File: src/rtl/ctr_reg_pkg.sv
// rtl/ctr_reg_pkg.sv - operation encoding and control priority decode for ctr_reg
package ctr_reg_pkg;

    typedef enum logic [2:0] {
        OP_HOLD = 3'd0,
        OP_CLR  = 3'd1,
        OP_LD   = 3'd2,
        OP_INC  = 3'd3,
        OP_DEC  = 3'd4,
        OP_SHL  = 3'd5,
        OP_SHR  = 3'd6
    } op_e;

    localparam bit SAT_WRAP     = 1'b0;
    localparam bit SAT_SATURATE = 1'b1;

    // Simultaneous inc and dec cancel out to a plain hold.
    function automatic op_e decode_op(
        input logic clr,
        input logic ld,
        input logic inr,
        input logic dcr,
        input logic shl,
        input logic shr
    );
        op_e op;
        if (clr)             op = OP_CLR;
        else if (ld)         op = OP_LD;
        else if (inr && dcr) op = OP_HOLD;
        else if (inr)        op = OP_INC;
        else if (dcr)        op = OP_DEC;
        else if (shl)        op = OP_SHL;
        else if (shr)        op = OP_SHR;
        else                 op = OP_HOLD;
        return op;
    endfunction

endpackage

File: src/rtl/ctr_reg_alu.sv
// rtl/ctr_reg_alu.sv - next-value, carry-out and overflow-event logic for ctr_reg
module ctr_reg_alu
    import ctr_reg_pkg::*;
#(
    parameter int WIDTH = 16,
    parameter bit SAT   = SAT_WRAP
) (
    input  logic [WIDTH-1:0] reg_q,
    input  op_e              op,
    input  logic             sin,
    output logic [WIDTH-1:0] reg_d,
    output logic             cout_d,
    output logic             ovf_event
);

    logic [WIDTH:0] sum;
    logic [WIDTH:0] diff;

    // Extra MSB holds the carry/borrow; it never reaches the register.
    assign sum  = {1'b0, reg_q} + {{WIDTH{1'b0}}, 1'b1};
    assign diff = {1'b0, reg_q} - {{WIDTH{1'b0}}, 1'b1};

    always_comb begin
        reg_d     = reg_q;
        cout_d    = 1'b0;
        ovf_event = 1'b0;
        case (op)
            OP_CLR: reg_d = '0;
            OP_INC: begin
                cout_d    = sum[WIDTH];
                ovf_event = sum[WIDTH];
                if (!(sum[WIDTH] && SAT == SAT_SATURATE)) reg_d = sum[WIDTH-1:0];
            end
            OP_DEC: begin
                cout_d    = diff[WIDTH];
                ovf_event = diff[WIDTH];
                if (!(diff[WIDTH] && SAT == SAT_SATURATE)) reg_d = diff[WIDTH-1:0];
            end
            OP_SHL: begin
                reg_d  = {reg_q[WIDTH-2:0], sin};
                cout_d = reg_q[WIDTH-1];
            end
            OP_SHR: begin
                reg_d  = {sin, reg_q[WIDTH-1:1]};
                cout_d = reg_q[0];
            end
            default: reg_d = reg_q;
        endcase
    end

endmodule

File: src/rtl/ctr_reg.sv
// rtl/ctr_reg.sv - parametrised load/inc/dec/shift register with carry, overflow and zero flags
module ctr_reg
    import ctr_reg_pkg::*;
#(
    parameter int             WIDTH   = 16,
    parameter logic [WIDTH-1:0] RST_VAL = '0,
    parameter bit             SAT     = SAT_WRAP
) (
    input  logic             CLK,
    input  logic             RSTn,
    input  logic             regCLR,
    input  logic             regLD,
    input  logic             regINR,
    input  logic             regDCR,
    input  logic             regSHL,
    input  logic             regSHR,
    input  logic             SIN,
    input  logic [WIDTH-1:0] inReg,
    output logic [WIDTH-1:0] REG,
    output logic             COUT,
    output logic             OVF,
    output logic             Z
);

    op_e              op;
    logic [WIDTH-1:0] alu_reg;
    logic             alu_cout;
    logic             alu_ovf;

    logic [WIDTH-1:0] reg_q, reg_d;
    logic             cout_q, cout_d;
    logic             ovf_q, ovf_d;

    assign op = decode_op(regCLR, regLD, regINR, regDCR, regSHL, regSHR);

    ctr_reg_alu #(
        .WIDTH (WIDTH),
        .SAT   (SAT)
    ) u_alu (
        .reg_q     (reg_q),
        .op        (op),
        .sin       (SIN),
        .reg_d     (alu_reg),
        .cout_d    (alu_cout),
        .ovf_event (alu_ovf)
    );

    always_comb begin
        reg_d  = (op == OP_LD) ? inReg : alu_reg;
        cout_d = alu_cout;
        ovf_d  = (op == OP_CLR) ? 1'b0 : (ovf_q | alu_ovf);
    end

    always_ff @(posedge CLK) begin
        if (!RSTn) begin
            reg_q  <= RST_VAL;
            cout_q <= 1'b0;
            ovf_q  <= 1'b0;
        end else begin
            reg_q  <= reg_d;
            cout_q <= cout_d;
            ovf_q  <= ovf_d;
        end
    end

    assign REG  = reg_q;
    assign COUT = cout_q;
    assign OVF  = ovf_q;
    assign Z    = (reg_q == '0);

endmodule

File: config.mk
export PLATFORM = sky130hd
export DESIGN_NAME = ctr_reg
export DESIGN_NICKNAME = d
export VERILOG_FILES = /design/src/rtl/ctr_reg_pkg.sv /design/src/rtl/ctr_reg_alu.sv /design/src/rtl/ctr_reg.sv
export SDC_FILE = /design/constraint.sdc
export NUM_CORES = 1
export LEC_CHECK = 0
export ABC_CLOCK_PERIOD_IN_PS = 3300
export BUFFER_PORTS_ARGS = -buffer_cell sky130_fd_sc_hd__buf_2
export CAP_MARGIN = 30
export CORE_UTILIZATION = 56
export CTS_BUF_LIST = sky130_fd_sc_hd__clkbuf_8
export DETAILED_ROUTE_END_ITERATION = 12
export PLACE_DENSITY_LB_ADDON = 0.08
export RECOVER_POWER = 25
export SKIP_LAST_GASP = 1
export SLEW_MARGIN = 20
export SYNTH_ARGS = -nofsm -noshare
export SYNTH_HDL_FRONTEND = slang
export SYNTH_SLANG_ARGS = --single-unit
File: constraint.sdc
create_clock -name CLK -period 3.3 [get_ports CLK]
set_clock_uncertainty 0.15 [all_clocks]
set_input_delay 0.33 -clock CLK [delete_from_list [all_inputs] [get_ports CLK]]
set_output_delay 0.33 -clock CLK [all_outputs]
set_load 0.05 [all_outputs]
==> results by group, run 1 <==
Placed design
  • HPWL after DPL: 3550 um
  • Gpl congestion: 0.928
  • IO buf count: 43

Floorplan
  • Core ar.: 0.00313 mm^2
  • Die Height: 60.1 um
  • Full die area: 0.00361 mm^2
  • Ports: 44
  • Die Wd: 60.1 um
  • Row count: 20
  • Initial core utilization: 0.605

Yosys
  • Synth top area share: 0.190
  • Most frequent cell after synthesis: clkbuf_1
  • #FFs+latches synth: 18
  • Sequential fraction of the synthesis area: 0.190
  • Synth Flop Type: dfxtp_1
  • Post-synth EDFFs: 0
  • Synth area leaders: dfxtp_1 (19%), a222oi_1 (7.4%), o21ai_0 (5.0%)
  • Synthesized area: 0.00189 mm^2
  • Synth cell count leaders: clkbuf_1 (20), o21ai_0 (19), dfxtp_1 (18)
  • Syn Area/Cell: 7.51 um^2
  • FFs w/ async S/R, synth: 0
  • Yosys warns: 0
  • Syn Nets: 281
  • Post-synthesis cell count: 252
  • Leading area contributor after synthesis: dfxtp_1
  • Library cells used by synthesis: 62

Clocking
  • Resized cells post-CTS: 0
  • Clock-pin slew on the worst setup and hold paths: 0.08 ns
  • H-Tree Depth: 1
  • Root Driver: clkbuf_8
  • Longest Clk Path Bufs: 2
  • Hold_buf cts: 0
  • Total CTS buffers: 3
  • Setup bufs post-CTS: 0
  • TritonCTS clock tree: done
  • TritonCTS sink count: 18
  • Clk Latency, worst-skew pair: 0.27 ns

Timing
  • Fmax: 363 MHz
  • Worst Tran Pin Value: 0.758 ns
  • Slew margin rel.: 0.490
  • Final Hold Fails: 0
  • Endpoints failing setup: 0
  • Period utilisation layout: 0.836
  • Min cycle time layout: 2.76 ns
  • Slew Limit Fails: 0
  • RSZ-0062 raised after global routing: no
  • Setup TNS: 0 ns

Worst setup path
  • Type of origin of the critical path: flop
  • Max stage delay on crit path: 0.57 ns
  • CP required: 2.82 ns
  • Critical path peak fanout: 15
  • WS Path Type: flop to primary output
  • Worst path arrival time: 2.28 ns
  • Critical-path top delay cell: nor4_1
  • Setup crit end kind: primary output
  • Sequence of cells on the critical path: nor4_1 > nand4_1 > nor3_1 > buf_2

Detailed routing
  • Vias per inst: 6.84
  • Detailed Route Iter0 Violations: 289
  • # DRC: 0
  • Drt wl/cell: 17.5 um
  • Vias post-DR: 2163
  • Routed wire length: 5530 um
  • Post-DRT Antenna Nets: 0
  • Initial DRT Pass Iterations: 9

Final layout
  • Ant diodes: 0
  • Area Growth Syn to Fin: 10.7%
  • Layout cells sized above 1: 0.206
  • Layout net count: 302
  • Fill cell count: 282
  • Fin util: 0.670

GRT
  • Initial antenna violation count: 0
  • Top Usage Layer GRT: met2
  • Largest net degree at the start of global routing: 20
  • GR Util All Layers: 0.328
  • GR Layer Usage met2: 0.504
  • Grt met1 use: 0.471
  • Vias in the first global route: 1853
  • Met3 Use GR: 0.0303
  • GRT overflow: 0
  • First-pass GRT wire length: 8920 um

Power
  • Leak Pwr: 0.000762 uW
  • PD cells: 399 mW/mm^2
  • Peak supply drop: 0.207 mV

Min path
  • Worst Hold Class: primary input to flop

Job
  • MaxCap Viol Count: 0

Outcome
  • Outcome: finished clean
worst max-delay path, delay by kind of cell, from the launching register on:
| kind | cells | cell delay [ns] |
|---|---|---|
| and+or+nand+nor | 3 | 1.23 |
| DFF | 1 | 0.47 |
| buffers and inverters | 1 | 0.31 |
layout by cell type (no fill, tap or decap), types with 2 or more instances in the layout:
cell type  Yosys  final
buf_4          1      3
a31oi_1        8      8
o2111ai_1      2      2
a21boi_0       2      2
o22ai_1        3      3
o211a_1        4      4
or2_2          2      2
o41ai_1        2      2
a222oi_1      14     14
dfxtp_1       18     18
and2_1         2      2
nand4_1        8      8
inv_1         11     11
nor4_1         8      8
a21oi_1       14     14
o22a_1         2      2
o211ai_1       5      5
ha_1           4      4
o31a_1         3      3
a221o_2        2      2
xor2_1         3      3
or3_1          2      2
xnor2_1        7      7
and3_1         3      3
clkbuf_1      20      9
nor2_1        11     11
or4_1          2      2
buf_2          7     34
nand3_1        7      7
clkbuf_8       0      4
nor3_1         8      8
a22oi_1        2      2
o21ai_0       19     19
nand2_1       16     16
final timing paths:
path                  start       to  slack [ns]  depth (start not counted)
hold reg to reg         OVF      OVF        0.30                          2
hold / removal    inReg[11]  REG[11]        0.20                          3
setup / recovery     REG[8]        Z        0.54                          4
setup reg to reg     REG[1]   REG[6]        0.99                          6
per-layer routing:
layer | up-vias | routed length (um)
met1 | 971 | 2350
met3 | 9 | 650
met4 | 0 | 69
li1 | 1036 | -
met2 | 147 | 2460
met5 | - | 0
layout make-up:
cell class | instances | area [um^2] | area share
repair buffers | 46 | 226 | 0.108
well taps | 44 | 55.1 | 0.0263
flip-flops and latches | 18 | 360 | 0.172
inverters | 11 | 41.3 | 0.0197
multi-input cells | 193 | 1360 | 0.648
clock buffers | 4 | 55.1 | 0.0263
state kept, by name, summed over array words and instances (netlist names):
signal,flops
COUT,1
OVF,1
REG,16
report_power, final:
group          internal (uW)  switching (uW)  leakage [uW]  total [uW]
sequential               236            63.7      0.000147         299
combinational            122             219      0.000586         341
clock                    107            89.3     0.0000288         196
total                    464             372      0.000762         836
cells by family after synthesis:
family,after synthesis,share of synthesized area
XOR/XNOR,10,0.0463
AND/OR/NAND/NOR,82,0.265
flip-flops,18,0.190
AO/OA/AOI/OAI,97,0.376
adder cells (fa/ha/maj),4,0.0265
buffers and inverters,41,0.0959
stage by stage:
step	std cells	hold WS [ns]	setup WS [ns]	power [uW]	area [um^2]
3_5_place_dp	312	0.285	0.523	638	2050
4_1_cts	316	0.198	0.610	828	2110
2_1_floorplan	252	0.368	0.390	560	1890
6_report	316	0.197	0.542	836	2090
3_3_place_gp	312	0.283	0.652	635	2050
5_1_grt	316	0.228	0.327	877	2090
Power figures use the tool's default switching activity.
==> inputs of run 2 (changes only) <==
ABC_CLOCK_PERIOD_IN_PS = 2750   (was 3300)
clock period = 2.75 ns   (was 3.3 ns; I/O delays follow)
==> run 2 against run 1 <==
Effect of this change:
- first-iteration DRC count decreased by 2.8%
- sequential share of layout area decreased by 0.52 points
- sequential cell count unchanged
- worst setup slack got worse by 0.35 ns
- register-to-register slack got worse by 0.57 ns
- global-route usage decreased by 0.28 points
- clock power increased by 20%
==> results by group, run 2 (same netlist as run 1, synthesis figures left out) <==
Timing
  • RSZ-0062 raised after global routing: no
  • Setup TNS: 0 ns (unchanged)
  • Fmax: 390 MHz
  • Endpoints failing setup: 0 (unchanged)
  • Worst Tran Pin Value: 0.693 ns (-0.0652 ns)
  • Hold Slack: 0.151 ns (-0.0460 ns)
  • Min cycle time layout: 2.56 ns
  • Final Hold Fails: 0 (unchanged)
  • Slew Limit Fails: 0 (unchanged)
  • Slew margin rel.: 0.537 (+0.0472)
  • Period utilisation layout: 0.932

GRT
  • GRT overflow: 0 (unchanged)
  • Largest net degree at the start of global routing: 20 (unchanged)
  • First-pass GRT wire length: 8970 um (+0.55%)
  • GR Util All Layers: 0.325 (-0.00283)
  • Vias in the first global route: 1836 (-0.92%)
  • Initial antenna violation count: 0 (unchanged)

Floorplan
  • Ports: 44 (unchanged)
  • Die Height: 60.1 um (unchanged)
  • Core ar.: 0.00313 mm^2 (unchanged)
  • Row count: 20 (unchanged)
  • Initial core utilization: 0.605 (unchanged)
  • Full die area: 0.00361 mm^2 (unchanged)
  • Die Wd: 60.1 um (unchanged)

Worst setup path
  • Critical path peak fanout: 12 (-3)
  • CP required: 2.33 ns (-0.49 ns)
  • Setup crit end kind: primary output
  • Worst path arrival time: 2.14 ns (-0.14 ns)
  • WS Path Type: flop to primary output
  • Type of origin of the critical path: flop

Clocking
  • Setup bufs post-CTS: 0 (unchanged)
  • Clk Latency, worst-skew pair: 0.26 ns (about the same)
  • H-Tree Depth: 1 (unchanged)
  • Hold_buf cts: 0 (unchanged)
  • TritonCTS sink count: 18 (unchanged)
  • Resized cells post-CTS: 0 (unchanged)
  • TritonCTS clock tree: done
  • Longest Clk Path Bufs: 2 (unchanged)
  • Clock-pin slew on the worst setup and hold paths: 0.08 ns (about the same)
  • Total CTS buffers: 3 (unchanged)
  • Root Driver: clkbuf_8

Placed design
  • HPWL after DPL: 3780 um (+6.6%)
  • Gpl congestion: 0.863 (-7.0%)
  • Placed Cells incl. Taps: 320 (+2.6%)
  • IO buf count: 43 (unchanged)

Power
  • PD cells: 480 mW/mm^2 (+20%)
  • Peak supply drop: 0.223 mV (+7.6%)
  • Leak Pwr: 0.000802 uW (+5.3%)

Detailed routing
  • Initial DRT Pass Iterations: 5 (-4)
  • Detailed Route Iter0 Violations: 281 (-2.8%)
  • Drt wl/cell: 17.4 um (-0.46%)
  • Routed wire length: 5650 um (+2.1%)
  • Vias post-DR: 2204 (+1.9%)
  • Post-DRT Antenna Nets: 0 (unchanged)
  • # DRC: 0 (unchanged)
  • Vias per inst: 6.80 (-0.62%)

Final layout
  • Ant diodes: 0 (unchanged)
  • Fill cell count: 299 (+6.0%)
  • Most common cell after layout, fill and taps aside: buf_2
  • Area Growth Syn to Fin: 14.2%
  • Layout cells sized above 1: 0.232 (+0.0263)
  • Layout net count: 310 (+2.6%)
  • Max reg flops: 16 (unchanged)
  • Most frequent cells in the layout: buf_2 (34), o21ai_0 (19), dfxtp_1 (18)
  • Post-route insts no fill: 324 (+2.5%)

Job
  • MaxCap Viol Count: 0 (unchanged)

Min path
  • Worst Hold Class: primary input to flop

Outcome
  • Outcome: finished clean
==> run 2: changes by cell type in the layout (fill, tap and decap cells not counted), sizes merged <==
cell,previous run,this run
buf,37,45
==> run 2: final timing paths <==
kind	to	cells past startpoint	startpoint	slack, ns
min	REG[11]	3	inReg[11]	0.15
max	Z	4	REG[9]	0.19
max reg2reg	REG[6]	6	REG[0]	0.42
min reg2reg	OVF	2	OVF	0.30
==> run 2: worst max-delay path: stages, from the launching register on <==
cell and delay, ns:
dfxtp_1 0.42, nor4_1 0.55, nand4_1 0.38, nor3_2 0.24, buf_2 0.29
==> run 2: power breakdown <==
group	switching [uW]	internal, uW	leakage (uW)
Clock	108	128	0.0000288
Combinational	288	169	0.000626
Sequential	62.7	283	0.000147
Total	459	579	0.000802
==> run 2: per-stage QoR <==
stage / instance area [um^2] / setup slack [ns] / power (uW) / util
floorplan: 1900 / 0.309 / 674 / -
global placement: 2120 / 0.217 / 795 / 0.676
detailed placement: 2120 / 0.0848 / 798 / 0.676
CTS: 2170 / 0.239 / 1020 / 0.694
global route: 2160 / 0.0195 / 1080 / 0.690
finish: 2160 / 0.188 / 1040 / 0.690
==> run 2: cell type report <==
class	instances	area (um^2)	share of cell area
Sequential cell	18	360	0.167
Clock buffer	4	55.1	0.0255
Tap cell	44	55.1	0.0255
Multi-Input combinational cell	193	1360	0.630
Inverter	11	41.3	0.0191
Timing Repair Buffer	54	287	0.133
==> run 2: routing by layer <==
metal | GRT usage | part of all wire
met4 | 0.106 | 0.0078
met5 | 0 | 0
met3 | 0.0390 | 0.081
met1 | 0.469 | 0.45
met2 | 0.493 | 0.46
